==> config.mk <==
export PLATFORM = sky130hd
export DESIGN_NAME = audio_write_scheduler_flat
export DESIGN_NICKNAME = d
export VERILOG_FILES = /design/src/rtl/audio_write_scheduler_if.sv /design/src/rtl/audio_write_scheduler.sv /design/src/flat_wrapper.sv
export SDC_FILE = /design/constraint.sdc
export NUM_CORES = 1
export LEC_CHECK = 0
export BUFFER_PORTS_ARGS = -buffer_cell sky130_fd_sc_hd__buf_2
export CAP_MARGIN = 20
export CORE_AREA = 3 3 153 155
export CTS_BUF_LIST = sky130_fd_sc_hd__clkbuf_16
export CTS_CLUSTER_DIAMETER = 30
export DETAILED_ROUTE_END_ITERATION = 8
export DIE_AREA = 0 0 156 158
export MAX_ROUTING_LAYER = met4
export SYNTH_ARGS = -nofsm -noshare
export SYNTH_HDL_FRONTEND = slang
export SYNTH_SLANG_ARGS = --single-unit
==> constraint.sdc <==
create_clock -name CLOCK_50 -period 7.85 [get_ports CLOCK_50]
set_clock_uncertainty 0.05 [all_clocks]
set_input_delay 1.57 -clock CLOCK_50 [delete_from_list [all_inputs] [get_ports CLOCK_50]]
set_output_delay 1.57 -clock CLOCK_50 [all_outputs]
set_load 0.005 [all_outputs]
==> src/rtl/audio_write_scheduler_if.sv <==
// Bundles the two sample sources and the codec DAC write port of the audio write scheduler.
// The master modport is the scheduler's view; the slave modport is the sources-plus-codec side.
interface audio_write_scheduler_if #(
    parameter int DATA_W = 24,
    parameter int CNT_W  = 16
);
    logic              enable;
    logic              mus_valid;
    logic [DATA_W-1:0] mus_left;
    logic [DATA_W-1:0] mus_right;
    logic              mus_ready;
    logic              sfx_valid;
    logic [DATA_W-1:0] sfx_left;
    logic [DATA_W-1:0] sfx_right;
    logic              sfx_ready;
    logic              write_ready;
    logic              write;
    logic [DATA_W-1:0] writedata_left;
    logic [DATA_W-1:0] writedata_right;
    logic              sfx_active;
    logic [CNT_W-1:0]  underrun_count;

    modport master (
        input  enable, mus_valid, mus_left, mus_right,
               sfx_valid, sfx_left, sfx_right, write_ready,
        output mus_ready, sfx_ready, write, writedata_left, writedata_right,
               sfx_active, underrun_count
    );

    modport slave (
        output enable, mus_valid, mus_left, mus_right,
               sfx_valid, sfx_left, sfx_right, write_ready,
        input  mus_ready, sfx_ready, write, writedata_left, writedata_right,
               sfx_active, underrun_count
    );
endinterface

==> src/rtl/audio_write_scheduler.sv <==
// Pulls at most one stereo sample from the music and SFX sources per codec frame,
// mixes them with ducked saturating addition and issues a single-cycle DAC write.
module audio_write_scheduler #(
    parameter int DATA_W     = 24,
    parameter int DUCK_SHIFT = 1,
    parameter int CNT_W      = 16
) (
    input  logic                    CLOCK_50,
    input  logic                    reset,
    audio_write_scheduler_if.master bus
);
    typedef enum logic [1:0] {S_WAIT, S_CAPTURE, S_MIX, S_WRITE} state_t;

    localparam logic signed [DATA_W:0] SAT_MAX = (DATA_W+1)'({1'b0, {(DATA_W-1){1'b1}}});
    localparam logic signed [DATA_W:0] SAT_MIN = -SAT_MAX - (DATA_W+1)'(1);

    state_t state;
    state_t next_state;

    logic                     mus_flag;
    logic                     sfx_flag;
    logic signed [DATA_W-1:0] mus_l;
    logic signed [DATA_W-1:0] mus_r;
    logic signed [DATA_W-1:0] sfx_l;
    logic signed [DATA_W-1:0] sfx_r;
    logic signed [DATA_W-1:0] mix_l;
    logic signed [DATA_W-1:0] mix_r;
    logic [DATA_W-1:0]        out_l;
    logic [DATA_W-1:0]        out_r;
    logic                     sfx_active_q;
    logic [CNT_W-1:0]         underrun_q;

    // One extra bit of headroom means the ducked sum can never wrap before the clamp.
    function automatic logic signed [DATA_W-1:0] mix_channel(
        input logic signed [DATA_W-1:0] m,
        input logic signed [DATA_W-1:0] s,
        input logic                     mf,
        input logic                     sf
    );
        logic signed [DATA_W:0] wide_m;
        logic signed [DATA_W:0] wide_s;
        logic signed [DATA_W:0] sum;
        wide_m = {m[DATA_W-1], m};
        wide_s = {s[DATA_W-1], s};
        sum    = (wide_m >>> DUCK_SHIFT) + wide_s;
        if (sum > SAT_MAX) begin
            sum = SAT_MAX;
        end else if (sum < SAT_MIN) begin
            sum = SAT_MIN;
        end
        case ({mf, sf})
            2'b11:   mix_channel = sum[DATA_W-1:0];
            2'b10:   mix_channel = m;
            2'b01:   mix_channel = s;
            default: mix_channel = '0;
        endcase
    endfunction

    always_ff @(posedge CLOCK_50) begin
        if (reset) begin
            state <= S_WAIT;
        end else begin
            state <= next_state;
        end
    end

    always_comb begin
        next_state = state;
        unique case (state)
            S_WAIT:    if (bus.write_ready && bus.enable) next_state = S_CAPTURE;
            S_CAPTURE: next_state = S_MIX;
            S_MIX:     next_state = S_WRITE;
            S_WRITE:   next_state = S_WAIT;
            default:   next_state = S_WAIT;
        endcase
    end

    always_comb begin
        mix_l = mix_channel(mus_l, sfx_l, mus_flag, sfx_flag);
        mix_r = mix_channel(mus_r, sfx_r, mus_flag, sfx_flag);
    end

    always_ff @(posedge CLOCK_50) begin
        if (reset) begin
            mus_flag     <= 1'b0;
            sfx_flag     <= 1'b0;
            mus_l        <= '0;
            mus_r        <= '0;
            sfx_l        <= '0;
            sfx_r        <= '0;
            out_l        <= '0;
            out_r        <= '0;
            sfx_active_q <= 1'b0;
            underrun_q   <= '0;
        end else begin
            if (state == S_CAPTURE) begin
                mus_flag <= bus.mus_valid;
                sfx_flag <= bus.sfx_valid;
                if (bus.mus_valid) begin
                    mus_l <= bus.mus_left;
                    mus_r <= bus.mus_right;
                end
                if (bus.sfx_valid) begin
                    sfx_l <= bus.sfx_left;
                    sfx_r <= bus.sfx_right;
                end
            end
            if (state == S_MIX) begin
                out_l        <= mix_l;
                out_r        <= mix_r;
                sfx_active_q <= sfx_flag;
                if (!mus_flag && !sfx_flag && (underrun_q != '1)) begin
                    underrun_q <= underrun_q + CNT_W'(1);
                end
            end
        end
    end

    // Strobes are gated by reset so nothing escapes in the cycle that aborts a frame.
    assign bus.mus_ready       = (state == S_CAPTURE) && bus.mus_valid && !reset;
    assign bus.sfx_ready       = (state == S_CAPTURE) && bus.sfx_valid && !reset;
    assign bus.write           = (state == S_WRITE) && !reset;
    assign bus.writedata_left  = out_l;
    assign bus.writedata_right = out_r;
    assign bus.sfx_active      = sfx_active_q;
    assign bus.underrun_count  = underrun_q;
endmodule

==> src/flat_wrapper.sv <==
// flat-port wrapper written by rule: the top's interface ports become plain ports
module audio_write_scheduler_flat 
#(
    parameter int DATA_W     = 24,
    parameter int DUCK_SHIFT = 1,
    parameter int CNT_W      = 16
)
  (CLOCK_50, reset, bus_enable, bus_mus_valid, bus_mus_left, bus_mus_right, bus_sfx_valid, bus_sfx_left, bus_sfx_right, bus_write_ready, bus_mus_ready, bus_sfx_ready, bus_write, bus_writedata_left, bus_writedata_right, bus_sfx_active, bus_underrun_count);
  audio_write_scheduler_if #(.DATA_W(DATA_W), .CNT_W(CNT_W)) bus_i ();
  input  logic CLOCK_50;
  input  logic reset;
  input wire logic [$bits(bus_i.enable)-1:0] bus_enable;
  input wire logic [$bits(bus_i.mus_valid)-1:0] bus_mus_valid;
  input wire logic [$bits(bus_i.mus_left)-1:0] bus_mus_left;
  input wire logic [$bits(bus_i.mus_right)-1:0] bus_mus_right;
  input wire logic [$bits(bus_i.sfx_valid)-1:0] bus_sfx_valid;
  input wire logic [$bits(bus_i.sfx_left)-1:0] bus_sfx_left;
  input wire logic [$bits(bus_i.sfx_right)-1:0] bus_sfx_right;
  input wire logic [$bits(bus_i.write_ready)-1:0] bus_write_ready;
  output wire logic [$bits(bus_i.mus_ready)-1:0] bus_mus_ready;
  output wire logic [$bits(bus_i.sfx_ready)-1:0] bus_sfx_ready;
  output wire logic [$bits(bus_i.write)-1:0] bus_write;
  output wire logic [$bits(bus_i.writedata_left)-1:0] bus_writedata_left;
  output wire logic [$bits(bus_i.writedata_right)-1:0] bus_writedata_right;
  output wire logic [$bits(bus_i.sfx_active)-1:0] bus_sfx_active;
  output wire logic [$bits(bus_i.underrun_count)-1:0] bus_underrun_count;
  assign bus_i.enable = bus_enable;
  assign bus_i.mus_valid = bus_mus_valid;
  assign bus_i.mus_left = bus_mus_left;
  assign bus_i.mus_right = bus_mus_right;
  assign bus_i.sfx_valid = bus_sfx_valid;
  assign bus_i.sfx_left = bus_sfx_left;
  assign bus_i.sfx_right = bus_sfx_right;
  assign bus_i.write_ready = bus_write_ready;
  assign bus_mus_ready = bus_i.mus_ready;
  assign bus_sfx_ready = bus_i.sfx_ready;
  assign bus_write = bus_i.write;
  assign bus_writedata_left = bus_i.writedata_left;
  assign bus_writedata_right = bus_i.writedata_right;
  assign bus_sfx_active = bus_i.sfx_active;
  assign bus_underrun_count = bus_i.underrun_count;
  audio_write_scheduler #(.DATA_W(DATA_W), .DUCK_SHIFT(DUCK_SHIFT), .CNT_W(CNT_W)) u_core (.CLOCK_50(CLOCK_50), .reset(reset), .bus(bus_i));
endmodule
Yosys cells after proc, flatten, opt, wreduce, memory -nomap -nowiden
Cells that the tools add are included.
{"block": "classes", "addsub": 3, "n_lt_le_gt_ge": 4, "eq_ne": 8, "n_mux": 8, "n_reduce_logical": 15}
{"operator": "$pmux 24 s3", "n": 2}
{"operator": "$mux 24", "n": 4}
{"operator": "$add 23x24->25", "n": 2}
{"operator": "$gt 25x24->1 const B", "n": 2}
{"operator": "$lt 25x24->1 const B", "n": 2}
{"operator": "$add 16x1->16 const B", "n": 1}
{"operator": "$ne 16x16->1 const B", "n": 1}
{"operator": "$eq 2x2->1 const B", "n": 4}
{"operator": "$logic_and 1x1->1", "n": 8}
{"operator": "$pmux 2 s4", "n": 1}
{"operator": "$reduce_and 2->1", "n": 3}
{"operator": "$eq 2x1->1 const B", "n": 2}
{"operator": "$logic_not 1->1", "n": 3}
{"operator": "$logic_not 2->1", "n": 1}
{"operator": "$mux 2", "n": 1}
{"operator": "$ne 2x1->1 const B", "n": 1}
{"block": "totals", "ff_bits": 165, "input_bits": 102, "output_inout_bits": 68, "wordCells": 49}

Longest topological paths before layout
{"block": "logic_depth", "depth_word": 5, "mapped_depth": 12, "ltp_nobuf": 11}

Worst setup path before layout
Ideal clock, no wire load.
{"block": "synth_timing", "path_kind": "input port to output port", "startpoint": "input port reset", "endpoint": "output port bus_mus_ready", "t_arrival_ns": 2.702, "t_required_ns": 6.230, "slack_ns": 3.528, "cell_stages": 5, "path_buffers": 4, "cell_sequence": "clkbuf_1 clkbuf_1 clkbuf_1 clkbuf_1 nor2_1"}
{"block": "synth_between", "elab_chain_cells": 2}
{"item": "start: declaration", "line": "flat_wrapper.sv:11", "source": "input logic reset;"}
{"item": "$logic_not 1->1", "line": "audio_write_scheduler.sv:120", "source": "assign bus.mus_ready = (state == S_CAPTURE) && bus.mus_valid && !reset;"}
{"item": "$logic_and 1x1->1", "line": "audio_write_scheduler.sv:120"}
{"item": "end: declaration", "line": "flat_wrapper.sv:20", "source": "output wire logic [$bits(bus_i.mus_ready)-1:0] bus_mus_ready;"}
Every way passes these cells.

Worst setup path after layout
{"block": "layout_timing", "startpoint": "input port bus_sfx_valid", "endpoint": "output port bus_sfx_ready"}
{"block": "layout_between", "elab_chain_cells": 2}
{"item": "start: declaration", "line": "flat_wrapper.sv:16", "source": "input wire logic [$bits(bus_i.sfx_valid)-1:0] bus_sfx_valid;"}
{"item": "$logic_and 1x1->1 (2 in a row)", "line": "audio_write_scheduler.sv:121", "source": "assign bus.sfx_ready = (state == S_CAPTURE) && bus.sfx_valid && !reset;"}
{"item": "end: declaration", "line": "flat_wrapper.sv:21", "source": "output wire logic [$bits(bus_i.sfx_ready)-1:0] bus_sfx_ready;"}
Every way passes these cells.

==> summary.txt <==
Timing
  • Final Max Tran Viols: 0
  • Fmax achieved: 243.6 MHz
  • # setup viols final: 0
  • RSZ-0062 raised after global routing: no
  • Hold slack final: 0.4109 ns
  • Final Cycle Share: a little over half
  • Setup_tns: 0 ns
  • Slew @ Worst Pin: 1.017 ns
  • Min cycle time layout: 4.105 ns
  • Final hold violation count: 0
  • Setup ws final: 3.745 ns
  • Slew margin rel.: 32.21%

Power
  • Total power: 2639 µW
  • LEAKAGE: 0.004550 µW
  • Peak VDD IR: 0.1223 mV
  • Power per cell area: 233.6 nW/µm²

CTS
  • Clk Latency, worst-skew pair: 0.43 ns
  • CTS tree: built
  • # resized after CTS: 0
  • Post-CTS Setup Repair Bufs: 0
  • Cts bufs inserted: 17
  • Max Buffers Root-to-Sink: 2
  • Clock root cell: clkbuf_16
  • CTS Hold Bufs: 0
  • # clock sinks: 165
  • Clock-pin slew on the worst setup and hold paths: 0.06 ns
  • H-tree Lvls: 4

Logic synthesis
  • Yosys top cell by area: dfxtp_1
  • Post-Syn Area: 9728 µm²
  • Top-area cell type share of the netlist area: 33.95%
  • Post-Syn Nets: 1399
  • Post-Syn Instances: around 1.2k
  • Syn Area/Cell: ~7.8 µm²
  • EDFF count, synth: 0
  • Synth Flop Type: dfxtp_1
  • Synth Warn #: 0
  • Synth cell types: 80
  • Register area share after synthesis: 33.95%
  • Synth Register Bits: 165
  • Fraction of registers with async set/reset: 0%
  • Commonest cells in the netlist: 260 x nand2_1, 165 x dfxtp_1, 156 x a21oi_1, 85 x nor2_1, 56 x clkbuf_1
  • Synth top area cells: dfxtp_1 34%, nand2_1 10%, a21oi_1 8.0%, ha_1 6.9%, nor2_1 3.3%
  • Most frequent cell after synthesis: nand2_1

Finish
  • Antenna cells: 0
  • Area Growth Syn to Fin: 16.10%
  • Final nets: between 1.5k and 2k
  • Layout cells sized above 1: 18.38%
  • Final Core Density: 51.44%
  • Number of fill cells: 2227

Critical path
  • Critical-path maximum fanout: 50
  • Crit end category: primary output
  • Req. time, crit path: 6.23 ns
  • Critical path's largest stage delay: 0.50 ns
  • Worst path top cell family by delay: buffers and inverters
  • R2R cell count: 11
  • R2r endpoint: u_core.bus.writedata_left[15]
  • Worst setup SP type: input pin
  • Critical Path Most Common Cell: buf_2
  • Crit path kind: in -> out
  • Critical Path AT: 2.48 ns
  • Ordered list of cells on the worst path: buf_2 > nand2_2 > buf_4 > nor2_1 > buf_2
  • Slowest stage cell, crit path: buf_4
  • Origin of the critical flop-to-flop path: u_core.sfx_l[0]
  • Number of buffers and inverters on the critical path: 3
  • Internal reg-to-reg setup slack: 4.26 ns

Global route
  • GRT Total Usage: 23.32%
  • Global route overflow: 0
  • Largest net degree at the start of global routing: 70
  • Initial antenna violation count: 0
  • Vias in the first global route: 8765
  • Global-route wire length before repair: around 46000 µm

Die
  • Die ar.: 24650 µm²
  • Initial Utilization: 44.30%
  • Chip width: 156 µm
  • Num rows: 54
  • Die Span Y: 158 µm
  • Ports: 170
  • Core Area: 21960 µm²

Placed design
  • I/O Buffers: 169
  • Dpl ws: 3.730 ns
  • Post-DP HPWL: 19670 µm
  • GPL Wtd Cong: 0.9033

Min path
  • Worst Hold End: u_core.mus_l[0]
  • Worst hold start: u_core.mus_l[0]
  • Hold/Removal Path Class: reg -> reg
  • WHS Path Cells: 2

Detailed routing
  • DRT Wirelength: about 28000 µm
  • Wirelength per Cell: between 15 and 20 µm
  • Initial DRT Pass Iterations: 5
  • Total number of vias: around 9.4k
  • Vias/cell: ~5.7
  • Final routed DRC violation total: 0
  • Number of nets with antenna violations after routing: 0
  • Iter 0 DRT Violations: 624

Status
  • Status: complete, no violations

Flow run
  • MaxCap Viol Count: 0
logic make-up after synthesis:
logic type / after synthesis / synth area share (%)
mux: 5 / 0.5273
buf+inv: 101 / 4.231
flops: 165 / 33.96
simple gates: 479 / 22.10
xor+xnor: 41 / 3.691
compound gates: 392 / 27.94
fa+ha+maj: 58 / 7.563
through the flow:
step | instances | cell area, µm²
global route | 1651 | 11290
floorplan | 1241 | 9728
CTS | 1651 | 11290
finish | 1651 | 11290
detailed placement | 1622 | 10700
global placement | 1622 | 10700
cell type report:
cell class	instances	area, µm²	area share, %
Multi-Input combinational cell	975	6041	53.48
Sequential cell	165	3303	29.25
Timing Repair Buffer	179	923.4	8.175
Clock buffer	17	425.4	3.766
Tap cell	280	350.3	3.102
Clock inverter	12	165.2	1.462
Inverter	23	86.33	0.7644
report_power, final:
group / switching (µW) / internal (µW)
clock: 342 / 523
sequential: 93.2 / 939
combinational: 470 / 271
routing by layer:
metal	routed length, µm	vias to the layer above	global-route usage, %
met4	303	0	5.677
met3	1464	29	3.581
met5	0	-	-
li1	-	4700	-
met1	14050	4403	32.32
met2	12590	262	35.84
tightest hold or removal path, cell delays in order (launching register included):
cell and delay (ns):
dfxtp_1 0.31, nand2_1 0.05, a21oi_1 0.05
flip-flops by register name, summed over array words and instances (netlist names):
register / count
u_core.sfx_l: 24
u_core.bus.writedata_right: 24
u_core.sfx_flag: 1
u_core.bus.sfx_active: 1
u_core.state: 2
u_core.mus_l: 24
u_core.bus.writedata_left: 24
u_core.mus_r: 24
u_core.sfx_r: 24
u_core.mus_flag: 1
u_core.bus.underrun_count: 16
cells in the final DEF, fill, tap and decap left out, types with 9 or more instances in the layout:
cell       count
a211oi_1      14
a21o_1        25
a21oi_1      156
a221oi_1      36
a311oi_1      12
a311oi_2       9
a31oi_1       10
and3_1         9
buf_2        168
buf_4         11
clkbuf_16     17
dfxtp_1      165
ha_1          53
inv_1         24
nand2_1      258
nand2b_1      15
nand3_1       12
nand4_1       10
nor2_1        84
nor2b_1       28
nor3_1        16
o211ai_1      12
o211ai_2      10
o21ai_0       51
or3_1         16
xnor2_1       23
xor2_1        18
worst max-delay path by stage:
stage	slack (ns)	from	to	cells past startpoint
after floorplan	3.53	reset	bus_mus_ready	5
after global routing	3.67	bus_sfx_valid	bus_sfx_ready	5
after detailed placement	3.73	bus_sfx_valid	bus_sfx_ready	5
after global placement	3.74	bus_sfx_valid	bus_sfx_ready	5
final	3.75	bus_sfx_valid	bus_sfx_ready	5
after CTS	3.73	bus_sfx_valid	bus_sfx_ready	5
Power figures use the tool's default switching activity.
